## config.mk

```make
export PLATFORM = sky130hd
export DESIGN_NAME = perceptron_activation
export DESIGN_NICKNAME = d
export VERILOG_FILES = /design/src/rtl/perceptron_pkg.sv /design/src/rtl/perceptron_activation.sv
export SDC_FILE = /design/constraint.sdc
export NUM_CORES = 1
export LEC_CHECK = 0
export CORE_ASPECT_RATIO = 0.8
export CORE_MARGIN = 1
export CORE_UTILIZATION = 58
export DETAILED_ROUTE_END_ITERATION = 10
export PLACE_DENSITY = 0.85
export SYNTH_ARGS = -nofsm -noshare
export SYNTH_HDL_FRONTEND = slang
export SYNTH_SLANG_ARGS = --single-unit
```

## constraint.sdc

```tcl
create_clock -name clk -period 3.9 [get_ports clk]
set_input_delay 0.39 -clock clk [delete_from_list [all_inputs] [get_ports clk]]
set_output_delay 0.39 -clock clk [all_outputs]
set_load 0.01 [all_outputs]
```

## src/rtl/perceptron_pkg.sv

```systemverilog
// rtl/perceptron_pkg.sv - shared types, widths and saturation helper for the perceptron datapath
package perceptron_pkg;

  localparam int SUM_W = 8;
  localparam int ACC_W = 12;

  typedef enum logic [1:0] {
    ACCUM  = 2'd0,
    DECIDE = 2'd1,
    HOLD   = 2'd2
  } state_t;

  // Clamp a 13-bit signed value into the 12-bit signed range [-2048, 2047].
  function automatic logic signed [ACC_W-1:0] sat13to12(input logic signed [ACC_W:0] v);
    if (v > $signed(13'h07FF))
      return $signed(12'h7FF);
    else if (v < $signed(13'h1800))
      return $signed(12'h800);
    else
      return v[ACC_W-1:0];
  endfunction

endpackage

```

## src/rtl/perceptron_activation.sv

```systemverilog
// rtl/perceptron_activation.sv - windowed accumulate, bias, saturate and threshold with valid/ready output
module perceptron_activation
  import perceptron_pkg::*;
#(
  parameter int               ACC_LEN   = 4,
  parameter logic signed [7:0] THRESHOLD = 8'sd0
) (
  input  logic                    clk,
  input  logic                    reset,
  input  logic                    in_valid,
  input  logic [SUM_W-1:0]        in_sum,
  output logic                    in_ready,
  input  logic [SUM_W-1:0]        bias,
  output logic                    out_valid,
  input  logic                    out_ready,
  output logic signed [ACC_W-1:0] out_acc,
  output logic                    out_fire,
  output logic                    drop
);

  localparam logic [4:0] LAST_CNT = 5'(ACC_LEN - 1);

  state_t                   state_q, state_d;
  logic signed [ACC_W-1:0]  acc_q;
  logic [4:0]               cnt_q;
  logic                     accept;
  logic                     handshake;
  logic signed [ACC_W:0]    sum13;
  logic signed [ACC_W-1:0]  sat_sum;
  logic signed [ACC_W-1:0]  thr12;

  // Input is only open while collecting a window; decode of the state register alone.
  assign in_ready  = (state_q == ACCUM);
  assign accept    = in_valid && in_ready;
  assign handshake = out_valid && out_ready;

  // Bias is added at 13 bits so the saturator sees the true sum before clamping.
  assign sum13   = $signed({acc_q[ACC_W-1], acc_q}) + $signed({{(ACC_W+1-SUM_W){bias[SUM_W-1]}}, bias});
  assign sat_sum = sat13to12(sum13);
  assign thr12   = $signed({{(ACC_W-SUM_W){THRESHOLD[7]}}, THRESHOLD});

  // State register.
  always_ff @(posedge clk or negedge reset) begin
    if (!reset) state_q <= ACCUM;
    else        state_q <= state_d;
  end

  // Next-state: close the window on the last accept, decide for one cycle, hold until taken.
  always_comb begin
    state_d = state_q;
    case (state_q)
      ACCUM:   if (accept && (cnt_q == LAST_CNT)) state_d = DECIDE;
      DECIDE:  state_d = HOLD;
      HOLD:    if (handshake) state_d = ACCUM;
      default: state_d = ACCUM;
    endcase
  end

  // Datapath: accumulate on accept, register the decision, clear the window on handshake.
  always_ff @(posedge clk or negedge reset) begin
    if (!reset) begin
      acc_q     <= '0;
      cnt_q     <= '0;
      out_valid <= 1'b0;
      out_acc   <= '0;
      out_fire  <= 1'b0;
    end else begin
      if (accept) begin
        acc_q <= acc_q + $signed({{(ACC_W-SUM_W){in_sum[SUM_W-1]}}, in_sum});
        cnt_q <= cnt_q + 5'd1;
      end
      if (state_q == DECIDE) begin
        out_acc   <= sat_sum;
        out_fire  <= (sat_sum >= thr12);
        out_valid <= 1'b1;
      end
      if (state_q == HOLD && handshake) begin
        out_valid <= 1'b0;
        acc_q     <= '0;
        cnt_q     <= '0;
      end
    end
  end

  // Sticky record of any sample offered while the input was closed.
  always_ff @(posedge clk or negedge reset) begin
    if (!reset)                     drop <= 1'b0;
    else if (in_valid && !in_ready) drop <= 1'b1;
  end

endmodule

```

-- Word-level counts from Yosys, hierarchy flattened
Index checks and enable logic that the tools add are counted.
- reductions and logical operators: 10
- mux-type cells: 11
- $add $sub $neg: 3
- eq/ne operators: 5
- magnitude comparators: 3
- operators by type and width (cell ; number):
    $mux 12 ; 4
    $add 12x8->13 ; 1
    $gt 13x12->1 const B ; 1
    $lt 13x12->1 const B ; 1
    $add 12x8->12 ; 1
    $ge 12x1->1 const B ; 1
    $mux 5 ; 2
    $pmux 2 s3 ; 1
    $add 5x1->5 const B ; 1
    $eq 5x2->1 const B ; 1
    $logic_and 1x1->1 ; 5
    $mux 2 ; 2
    $reduce_bool 2->1 ; 2
    $eq 2x1->1 const B ; 1
    $eq 2x2->1 const B ; 1
    $logic_not 2->1 ; 1
    $mux 1 ; 2
    $ne 2x1->1 const B ; 1
    $ne 2x2->1 const B ; 1
    $reduce_and 2->1 ; 1
    $logic_not 1->1 ; 1
- input port bits: 20
- flip-flop bits (word level): 34
- logic and storage cells: 39
- output and inout bits: 16

-- Longest topological paths before layout
Gate-level depths: netlist of the first run.
- depth in word-level cells: 5
- mapped depth: 12

-- Worst setup path after synthesis of the first run
Ideal clock, no wire load.
- path type: input port to flip-flop
- from: input port bias[2]
- to: register out_acc[1]
- path slack: 1.482 ns
- arrival time: 2.295 ns
- buffers on the path: 1
- stages on the path: 10
- cells stage by stage: ha_1 -> o211a_1 -> o21ai_1 -> a31oi_1 -> o31a_1 -> o21ai_2 -> nand3_1 -> a311o_1 -> buf_6 -> o221a_1
- longest elaborated chain between the ends: 4
- elaborated cells on any way between the ends: 5
- RTL lines (item ; line ; text):
    from (decl) ; perceptron_activation.sv:13 ; input logic [SUM_W-1:0] bias,
    $add 12x8->13 (*) ; perceptron_activation.sv:38 ; assign sum13 = $signed({acc_q[ACC_W-1], acc_q}) + $signed({{(ACC_W+1-SUM_W){bias[SUM_W-1]}}, bias});
    $lt 13x12->1 ; perceptron_pkg.sv:17 ; else if (v < $signed(13'h1800))
    $mux 12 ; perceptron_pkg.sv:17 ;
    $mux 12 (*) ; perceptron_pkg.sv:15 ; if (v > $signed(13'h07FF))
    to (signal assigned) ; perceptron_activation.sv:73 ; out_acc <= sat_sum;
    to (decl) ; perceptron_activation.sv:16 ; output logic signed [ACC_W-1:0] out_acc,
Every way passes the cells marked *; elsewhere a longest branch is shown, timed or not.
A chain may end at the register's enable or synchronous reset.

-- Worst setup path in the final report of the first run
- from: input port bias[0]
- to: register out_acc[7]
The elaborated chain is that of the path after synthesis.

==> flow_summary.json, run 1 <==
{
  "outcome": "finished, final reports clean",
  "setup.worst_path.end": "out_acc[7]",
  "count_of_flip_flops_with_a_built_in_enable_after_synthesis": 0,
  "root_buffer": "sky130_fd_sc_hd__clkbuf_8",
  "slew-limit-headroom_pct": 34.3,
  "route.detailed.drc": 0,
  "clock_power_share_pct": 17.0,
  "antenna_found_initial": 0,
  "place_ws_ns": 0.668,
  "half_perimeter_wire_length_of_the_detailed_placement_result_microns": 3450,
  "cts_resized": 0,
  "die_h_microns": 58.3,
  "cts.clk_slew.worst_paths_ns": 0.07,
  "reg2reg_from": "acc_q[0]",
  "row_count": 20,
  "timing_hold_violations_final": 0,
  "worst-path-stages": 11,
  "post_synth.cell_area_avg_sq_um": 9.54,
  "clkLatencyLatePin_ns": 0.29,
  "antenna_left": 0,
  "comb_power_share_pct": 54.8,
  "die_area_sq_um": 4220,
  "critical_path.max_stage_delay_ns": 0.47,
  "worst_setup_path_start_kind": "primary input",
  "crit_slowest_cell": "sky130_fd_sc_hd__clkdlybuf4s50_1",
  "place_inst": 326,
  "place.gp.congestion": 0.861,
  "drt_first_iter_violations": 54,
  "finalCriticalPeriod_ns": 2.94,
  "syn-num-nets": 287,
  "critical_path_required_ns": 4.13,
  "critical_path.cell_chain": "clkdlybuf4s50_1 -> ha_1 -> inv_1 -> fa_1 -> nor2b_1 -> o211ai_1 -> a31oi_1 -> o2111ai_1 -> a41oi_1 -> a311o_1 -> o221a_1",
  "synth_warnings": 0,
  "groute.usage.overall_pct": 23.8,
  "synth_ff_type": "sky130_fd_sc_hd__dfrtp_1",
  "wl_per_cell_microns": 13.4,
  "setup_viol_count_final": 0,
  "post_cts.repair.setup_buffers": 0,
  "fin_ws_ns": 0.958,
  "critical_path.reg2reg.endpoint": "out_acc[7]",
  "seq_area_frac_synth_pct": 37.0,
  "sequential_share_of_power_pct": 28.1,
  "grt_setup_unrepaired": "false",
  "syn_to_final_growth_pct": 23.1,
  "vias_per_cell": 5.66,
  "ff2ff_setup_slack_ns": 1.09,
  "synth_cell_type_count": 45,
  "ys_seq_elements": 34,
  "mostFrequentLayoutCells": "sky130_fd_sc_hd__clkdlybuf4s50_1 (35), sky130_fd_sc_hd__dfrtp_1 (34), sky130_fd_sc_hd__nand2_1 (24), sky130_fd_sc_hd__ha_1 (24), sky130_fd_sc_hd__o21ai_0 (21)",
  "drv_cap": 0,
  "number_of_buffers_added_by_the_clock_tree_synthesis_step": 5,
  "dr.pass1.iters": 4,
  "startpoint": "bias[0]",
  "die-width_microns": 72.4,
  "net_switching_component_of_the_power_mw": 0.915,
  "grt_max_degree": 35,
  "hold_path.class": "register to register",
  "wire_length_of_the_first_global_routing_pass_microns": 7660,
  "cts-root-to-sink-buffers": 2,
  "critical_setup_path_kind": "primary input to register",
  "cts.hold.buffers_added": 0,
  "starting_utilization_of_the_core_area_pct": 60.4,
  "ioPinCount": 36,
  "clock_sinks": 34,
  "cellPowerDensity_nw_per_um2": 835,
  "critical_path_peak_fanout": 11,
  "power.share.switching_pct": 38.7,
  "num-nets-final": 324,
  "worstPathBufferInverterCount": 2,
  "cp_top_family": "compound AO/OA/AOI/OAI gates",
  "peakVddDrop_mv": 0.393,
  "coreArea_sq_um": 3800,
  "reg2reg_depth": 10,
  "leakage_nw": 1.24,
  "grt-ovfl-total": 0,
  "worst_pin_slew_ns": 0.982,
  "diodes": 0,
  "finalWirelength_microns": 4470,
  "fmax_mhz": 340,
  "totalNegativeSetupSlack_ns": 0,
  "post_synth_instance_area_sq_um": 2300,
  "layout_commonest_cell": "sky130_fd_sc_hd__clkdlybuf4s50_1",
  "tritoncts_clock_tree": "yes",
  "port_bufs": 35,
  "share_of_final_layout_standard_cells_stronger_than_drive_strength_1_pct": 4.30,
  "power_report.internal_total_mw": 1.45,
  "synthesis.instances": 241,
  "slew_viol_final": 0,
  "type_of_destination_of_the_critical_path": "register",
  "grt_pass1_vias": 1736,
  "ctsHtreeMaxLevel": 2,
  "final_cells": 334,
  "post-route-period-util_pct": 75.4,
  "synth_async_sr_flop_share_pct": 100,
  "finClkSkew_ns": 0.00580,
  "timing.critical_path.arrival_ns": 3.17,
  "routed-via-count": 1891
}
[area by class of cell]
type / count / area, sq um
Multi-Input combinational cell: 188 / 1360
Fill cell: 278 / 975
Sequential cell: 34 / 851
Timing Repair Buffer: 36 / 358
Clock buffer: 6 / 82.6
Tap cell: 55 / 68.8
Clock inverter: 2 / 60.1
Inverter: 13 / 48.8
[power by group through the flow]
stage          sequential (mW)  clock (mW)  combinational [mW]
3_5_place_dp             0.671           0                1.29
4_1_cts                  0.665       0.405                1.29
2_1_floorplan            0.672           0               0.898
5_1_grt                  0.687       0.421                1.45
6_report                 0.665       0.402                1.30
3_3_place_gp             0.665           0                1.25
[Yosys cell counts (all sizes together), types with 2 or more instances]
library cell,count,share of area (%)
o21ai,25,5.8
nand2,24,3.9
o21bai,3,0.98
a211oi,2,0.65
nor3,5,1.1
a22o,2,0.76
a21o,5,1.6
a31oi,4,1.1
buf,3,1.2
xor2,8,3.0
xnor2,8,3.0
ha,24,13
nand4,2,0.54
nand2b,2,0.54
o21a,5,1.6
dfrtp,34,37
a21oi,9,2.0
fa,2,1.7
nor2,15,2.4
o221a,11,5.4
nor3b,2,0.65
clkbuf,3,0.49
nor2b,7,1.9
inv,13,2.1
nand3,7,1.5
[worst reg2reg max path, stage by stage, from the launching register on]
cell	delay, ns
sky130_fd_sc_hd__dfrtp_1	0.41
sky130_fd_sc_hd__ha_1	0.20
sky130_fd_sc_hd__inv_1	0.06
sky130_fd_sc_hd__fa_1	0.39
sky130_fd_sc_hd__nor2b_1	0.19
sky130_fd_sc_hd__o211ai_1	0.13
sky130_fd_sc_hd__a31oi_1	0.26
sky130_fd_sc_hd__o2111ai_1	0.14
sky130_fd_sc_hd__a41oi_1	0.24
sky130_fd_sc_hd__a311o_1	0.47
sky130_fd_sc_hd__o221a_1	0.27
[cells by family after synthesis]
kind of cell	after synthesis	share of synthesized area [%]
xor gates and xnor gates	16	6.10
adders and majority gates	26	14.8
AOI/OAI and AO/OA	76	23.7
muxes	1	0.436
DFF	34	37.0
and+or+nand+nor	69	14.1
buffers and inverters	19	3.81
[layer usage]
layer	GRT usage, %	wire length (microns)	share of wire (%)
met4	8.40	70	1.6
met1	32.7	2240	50
met5	0	0	0
met3	6.16	154	3.4
met2	36.7	2010	45
[how the worst min path moves through the flow]
stage | start | endpoint | cells after the start
final | cnt_q[4] | state_q[0] | 1
after global routing | cnt_q[4] | state_q[0] | 1
after CTS | cnt_q[4] | state_q[0] | 1
after detailed placement | cnt_q[4] | state_q[0] | 1
after global placement | drop | drop | 1
after floorplan | reset | acc_q[0] | 0
[sequential cells by signal, summed over array words and instances (netlist names)]
register	count
out_fire	1
drop	1
out_acc	12
out_valid	1
cnt_q	5
state_q	2
acc_q	12
[through the flow]
| step | utilization (%) | hold WS (ns) | power, mW | cell area (sq um) |
|---|---|---|---|---|
| floorplan | - | 0.0944 | 1.57 | 2300 |
| global placement | 70.6 | 0.450 | 1.91 | 2690 |
| detailed placement | 70.6 | 0.443 | 1.96 | 2690 |
| CTS | 74.4 | 0.466 | 2.36 | 2830 |
| global route | 74.4 | 0.493 | 2.56 | 2830 |
| finish | 74.4 | 0.467 | 2.36 | 2830 |
Note: power is estimated with default switching activity, not from simulation.
==> run 2, diff against run 1 <==
Settings changed: CORE_UTILIZATION 58 to 54, PLACE_DENSITY 0.85 to 0.8.
Clock period 3.9 ns to 2.9 ns, I/O delays scaled along.
==> run 2 against run 1 <==
  * Die area grew 7.2%
  * Clock power shrank 1%
  * Largest cell class unchanged
  * Wire length grew 6.7%
  * Power grew 33%
  * Via count grew 2.6%
  * Critical path type unchanged
==> flow_summary.json, run 2 (synthesis gave the netlist of run 1 again) <==
{
  "grt_setup_unrepaired": "false",
  "groute.usage.overall_pct": 23.9,
  "fmax_mhz": 379,
  "mostFrequentLayoutCells": "sky130_fd_sc_hd__clkdlybuf4s50_1 (35), sky130_fd_sc_hd__dfrtp_1 (34), sky130_fd_sc_hd__nand2_1 (24), sky130_fd_sc_hd__ha_1 (24), sky130_fd_sc_hd__o21ai_0 (21)",
  "peakVddDrop_mv": 0.548,
  "finish.instance_area_sq_um": 2860,
  "diodes": 0,
  "critical_path_peak_fanout": 11,
  "place_ws_ns": -0.0144,
  "critical_setup_path_kind": "primary input to register",
  "fin_ws_ns": 0.262,
  "timing.hold.ws_ns": 0.404,
  "final_cells": 343,
  "number_of_buffers_added_by_the_clock_tree_synthesis_step": 5,
  "drv_cap": 0,
  "starting_utilization_of_the_core_area_pct": 58.5,
  "share_of_final_layout_standard_cells_stronger_than_drive_strength_1_pct": 7.29,
  "cts.clk_slew.worst_paths_ns": 0.06,
  "cellPowerDensity_nw_per_um2": 1100,
  "grt_pass1_vias": 1779,
  "totalNegativeSetupSlack_ns": 0,
  "critical_path.reg2reg.endpoint": "out_acc[0]",
  "num-nets-final": 333,
  "crit_slowest_cell": "sky130_fd_sc_hd__clkdlybuf4s50_1",
  "place_area_sq_um": 2750,
  "clock_sinks": 34,
  "slew_viol_final": 0,
  "critical_path.max_stage_delay_ns": 0.43,
  "critical_path.cell_chain": "clkdlybuf4s50_1 -> ha_1 -> a21o_1 -> o21ai_1 -> a31oi_1 -> o31a_1 -> o21ai_2 -> nand3_1 -> a311o_1 -> buf_4 -> o221a_2",
  "cts_resized": 0,
  "fillerInstances": 312,
  "power_mw": 3.14,
  "timing_hold_violations_final": 0,
  "die_h_microns": 60.4,
  "half_perimeter_wire_length_of_the_detailed_placement_result_microns": 3730,
  "final_core_utilization_pct": 72.9,
  "worst_setup_path_start_kind": "primary input",
  "slew-limit-headroom_pct": 35.7,
  "cp_top_family": "compound AO/OA/AOI/OAI gates",
  "wire_length_of_the_first_global_routing_pass_microns": 8110,
  "ctsHtreeMaxLevel": 2,
  "wl_met3_microns": 183,
  "ff2ff_setup_slack_ns": 0.28,
  "vias_per_cell": 5.66,
  "met1_wire_length_microns": 2360,
  "tritoncts_clock_tree": "yes",
  "root_buffer": "sky130_fd_sc_hd__clkbuf_8",
  "biggestRegsByFlops": "acc_q x12, out_acc x12, cnt_q x5",
  "route.detailed.drc": 0,
  "place.gp.congestion": 0.917,
  "finalCriticalPeriod_ns": 2.64,
  "setup.worst_path.end": "out_acc[0]",
  "critical_path_required_ns": 3.07,
  "die_area_sq_um": 4520,
  "wl_per_cell_microns": 13.9,
  "coreArea_sq_um": 3930,
  "post-route-period-util_pct": 91.0,
  "timing.critical_path.arrival_ns": 2.81,
  "reg2reg_depth": 11,
  "routed-via-count": 1940,
  "port_bufs": 35,
  "type_of_destination_of_the_critical_path": "register",
  "worstPathBufferInverterCount": 2,
  "startpoint": "bias[1]",
  "syn_to_final_growth_pct": 24.6,
  "setup_viol_count_final": 0,
  "reg2reg_from": "acc_q[0]",
  "post_cts.repair.setup_buffers": 0,
  "die-width_microns": 74.9,
  "finClkSkew_ns": 0.00476,
  "ioPinCount": 36,
  "layout_commonest_cell": "sky130_fd_sc_hd__clkdlybuf4s50_1",
  "dr.pass1.iters": 4,
  "antenna_left": 0,
  "place_inst": 335,
  "wl_met2_microns": 2140,
  "cts.hold.buffers_added": 0,
  "multi_input_comb_area_sq_um": 1360,
  "clkLatencyLatePin_ns": 0.28,
  "outcome": "finished, final reports clean",
  "sequential_cell_area_sq_um": 851,
  "cts-root-to-sink-buffers": 2,
  "worst-path-stages": 11,
  "leakage_nw": 1.27,
  "drt_first_iter_violations": 103,
  "hold_path.class": "primary input to asynchronous set/reset pin",
  "routed.top_layer": "met4",
  "row_count": 20,
  "finalWirelength_microns": 4770,
  "grt_max_degree": 35,
  "antenna_found_initial": 0,
  "worst_pin_slew_ns": 0.961,
  "grt-ovfl-total": 0
}
run 2: layout make-up:
class	instances	share of cell area [%]
Timing Repair Buffer	45	14.9
Tap cell	55	2.40
Sequential cell	34	29.7
Clock buffer	8	3.84
Multi-Input combinational cell	188	47.5
Inverter	13	1.70
run 2: metal layers:
layer	GRT usage, %	vias to the layer above
met1	33.3	900
met3	3.49	9
li1	-	977
met2	38.1	54
met5	0	-
met4	8.89	0
run 2: worst min path at each step:
stage,to,slack [ns],startpoint,depth (start not counted)
6_report,acc_q[2],0.40,reset,2
5_1_grt,acc_q[0],0.44,reset,2
3_5_place_dp,state_q[0],0.44,cnt_q[4],1
3_3_place_gp,state_q[0],0.45,cnt_q[4],1
2_1_floorplan,acc_q[0],-0.006,reset,0
4_1_cts,acc_q[2],0.42,reset,2
run 2: where the power goes:
part           internal (mW)  total (mW)  switching [mW]
combinational          0.938        1.84           0.900
clock                  0.239       0.398           0.159
sequential             0.709       0.902           0.193
==> run 3, diff against run 2 <==
Settings changed: CAP_MARGIN set to 20, CORE_UTILIZATION 54 to 58, PLACE_DENSITY 0.8 to 0.85.
Clock period 2.9 ns to 3.32 ns, I/O delays scaled along.
==> run 3 against run 2 <==
  * Setup slack better by 0.17 ns
  * First-iteration DRC count is 41% lower
  * Count of clock-buffer cells in the layout is 1 lower
  * Via count is 0.62% lower
  * Largest power group unchanged
==> flow_summary.json, run 3 (synthesis gave the netlist of run 1 again) <==
{
  "finClkSkew_ns": 0.00376,
  "worst_pin_slew_ns": 0.906,
  "clock_sinks": 34,
  "cp_top_family": "compound AO/OA/AOI/OAI gates",
  "ff2ff_setup_slack_ns": 0.53,
  "groute.usage.overall_pct": 24.1,
  "layout_commonest_cell": "sky130_fd_sc_hd__clkdlybuf4s50_1",
  "critical_path.max_stage_delay_ns": 0.47,
  "grt.busiest_layer": "met2",
  "num-nets-final": 324,
  "die_h_microns": 58.3,
  "syn_to_final_growth_pct": 20.2,
  "critical_path_required_ns": 3.54,
  "die-width_microns": 72.4,
  "worst-path-stages": 11,
  "worst_setup_path_start_kind": "primary input",
  "row_count": 20,
  "ctsHtreeMaxLevel": 2,
  "post-route-period-util_pct": 86.9,
  "setup.worst_path.end": "out_acc[6]",
  "hold_path.class": "primary input to asynchronous set/reset pin",
  "cellPowerDensity_nw_per_um2": 943,
  "crit_slowest_cell": "sky130_fd_sc_hd__clkdlybuf4s50_1",
  "peakVddDrop_mv": 0.423,
  "timing.critical_path.arrival_ns": 3.11,
  "critical_path.reg2reg.endpoint": "out_acc[6]",
  "wire_length_of_the_first_global_routing_pass_microns": 7870,
  "totalNegativeSetupSlack_ns": 0,
  "comb_power_share_pct": 59.0,
  "global_route.usage.met3_pct": 5.82,
  "route.detailed.drc": 0,
  "share_of_final_layout_standard_cells_stronger_than_drive_strength_1_pct": 3.24,
  "tritoncts_clock_tree": "yes",
  "reg2reg_from": "acc_q[0]",
  "reg2reg_depth": 10,
  "post_cts.repair.setup_buffers": 0,
  "half_perimeter_wire_length_of_the_detailed_placement_result_microns": 3490,
  "finalCriticalPeriod_ns": 2.89,
  "place.gp.congestion": 0.860,
  "worstPathBufferInverterCount": 2,
  "root_buffer": "sky130_fd_sc_hd__clkbuf_8",
  "power_mw": 2.60,
  "place_area_sq_um": 2690,
  "grt_setup_unrepaired": "false",
  "clkLatencyLatePin_ns": 0.29,
  "fmax_mhz": 346,
  "leakage_nw": 1.21,
  "wl_per_cell_microns": 13.8,
  "mostFrequentLayoutCells": "sky130_fd_sc_hd__clkdlybuf4s50_1 (35), sky130_fd_sc_hd__dfrtp_1 (34), sky130_fd_sc_hd__nand2_1 (24), sky130_fd_sc_hd__ha_1 (24), sky130_fd_sc_hd__o21ai_0 (21)",
  "critical_setup_path_kind": "primary input to register",
  "grt_max_degree": 35,
  "critical_path.cell_chain": "clkdlybuf4s50_1 -> ha_1 -> inv_1 -> fa_1 -> nor2b_1 -> o211ai_1 -> a31oi_1 -> o2111ai_1 -> a41oi_1 -> a311o_1 -> o221a_1",
  "power.share.switching_pct": 41.3,
  "starting_utilization_of_the_core_area_pct": 60.4,
  "coreArea_sq_um": 3800,
  "grt_pass1_vias": 1779,
  "cts.hold.buffers_added": 0,
  "cts-root-to-sink-buffers": 2,
  "clock_power_share_pct": 10.9,
  "port_bufs": 35,
  "routed-via-count": 1928,
  "ioPinCount": 36,
  "number_of_buffers_added_by_the_clock_tree_synthesis_step": 5,
  "sequential_share_of_power_pct": 30.1,
  "drv_cap": 0,
  "place_ws_ns": 0.192,
  "met2_usage_pct": 39.8,
  "diodes": 0,
  "slew-limit-headroom_pct": 39.4,
  "final_core_utilization_pct": 72.6,
  "fin_ws_ns": 0.434,
  "antenna_left": 0,
  "vias_per_cell": 5.79,
  "net_switching_component_of_the_power_mw": 1.08,
  "dr.pass1.iters": 4,
  "finish.instance_area_sq_um": 2760,
  "die_area_sq_um": 4220,
  "cts_resized": 0,
  "cts.clk_slew.worst_paths_ns": 0.07,
  "setup_viol_count_final": 0,
  "finalWirelength_microns": 4610,
  "antenna_found_initial": 0,
  "drt_first_iter_violations": 61,
  "slew_viol_final": 0,
  "critical_path_peak_fanout": 11,
  "power_report.internal_total_mw": 1.53,
  "type_of_destination_of_the_critical_path": "register",
  "biggestRegsByFlops": "acc_q x12, out_acc x12, cnt_q x5",
  "outcome": "finished, final reports clean",
  "timing_hold_violations_final": 0,
  "grt-ovfl-total": 0,
  "startpoint": "bias[0]",
  "grt_util_met1_pct": 31.8
}
## run 3: worst min path at each step
stage | startpoint | depth (start not counted) | slack (ns) | to
finish | reset | 2 | 0.45 | cnt_q[1]
global route | reset | 2 | 0.49 | out_acc[7]
CTS | reset | 2 | 0.46 | state_q[0]
detailed placement | cnt_q[4] | 1 | 0.44 | state_q[0]
global placement | drop | 1 | 0.45 | drop
floorplan | reset | 0 | 0.04 | acc_q[0]
## run 3: cell type report
type                       count  area (sq um)
timing repair buffer          36           358
clock buffer                   7          76.3
fill                         309          1040
tap                           55          68.8
inverter                      13          48.8
sequential                    34           851
multi-input combinational    188          1360
## run 3: power groups by stage
stage               clock network (mW)  logic [mW]  registers (mW)
global placement                     0        1.46           0.781
detailed placement                   0        1.51           0.792
global route                     0.305        1.71           0.810
floorplan                            0        1.05           0.790
finish                           0.284        1.54           0.784
CTS                              0.285        1.53           0.784
## run 3: layer usage
metal / routed length, microns / vias to the layer above
li1: - / 963
met5: 0 / -
met2: 2090 / 43
met4: 68 / 0
met1: 2290 / 915
met3: 152 / 7
## run 3: through the flow
stage,hold WS (ns),cells
6_report,0.447,333
5_1_grt,0.485,333
3_5_place_dp,0.444,326
2_1_floorplan,0.0364,241
4_1_cts,0.460,333
3_3_place_gp,0.450,326
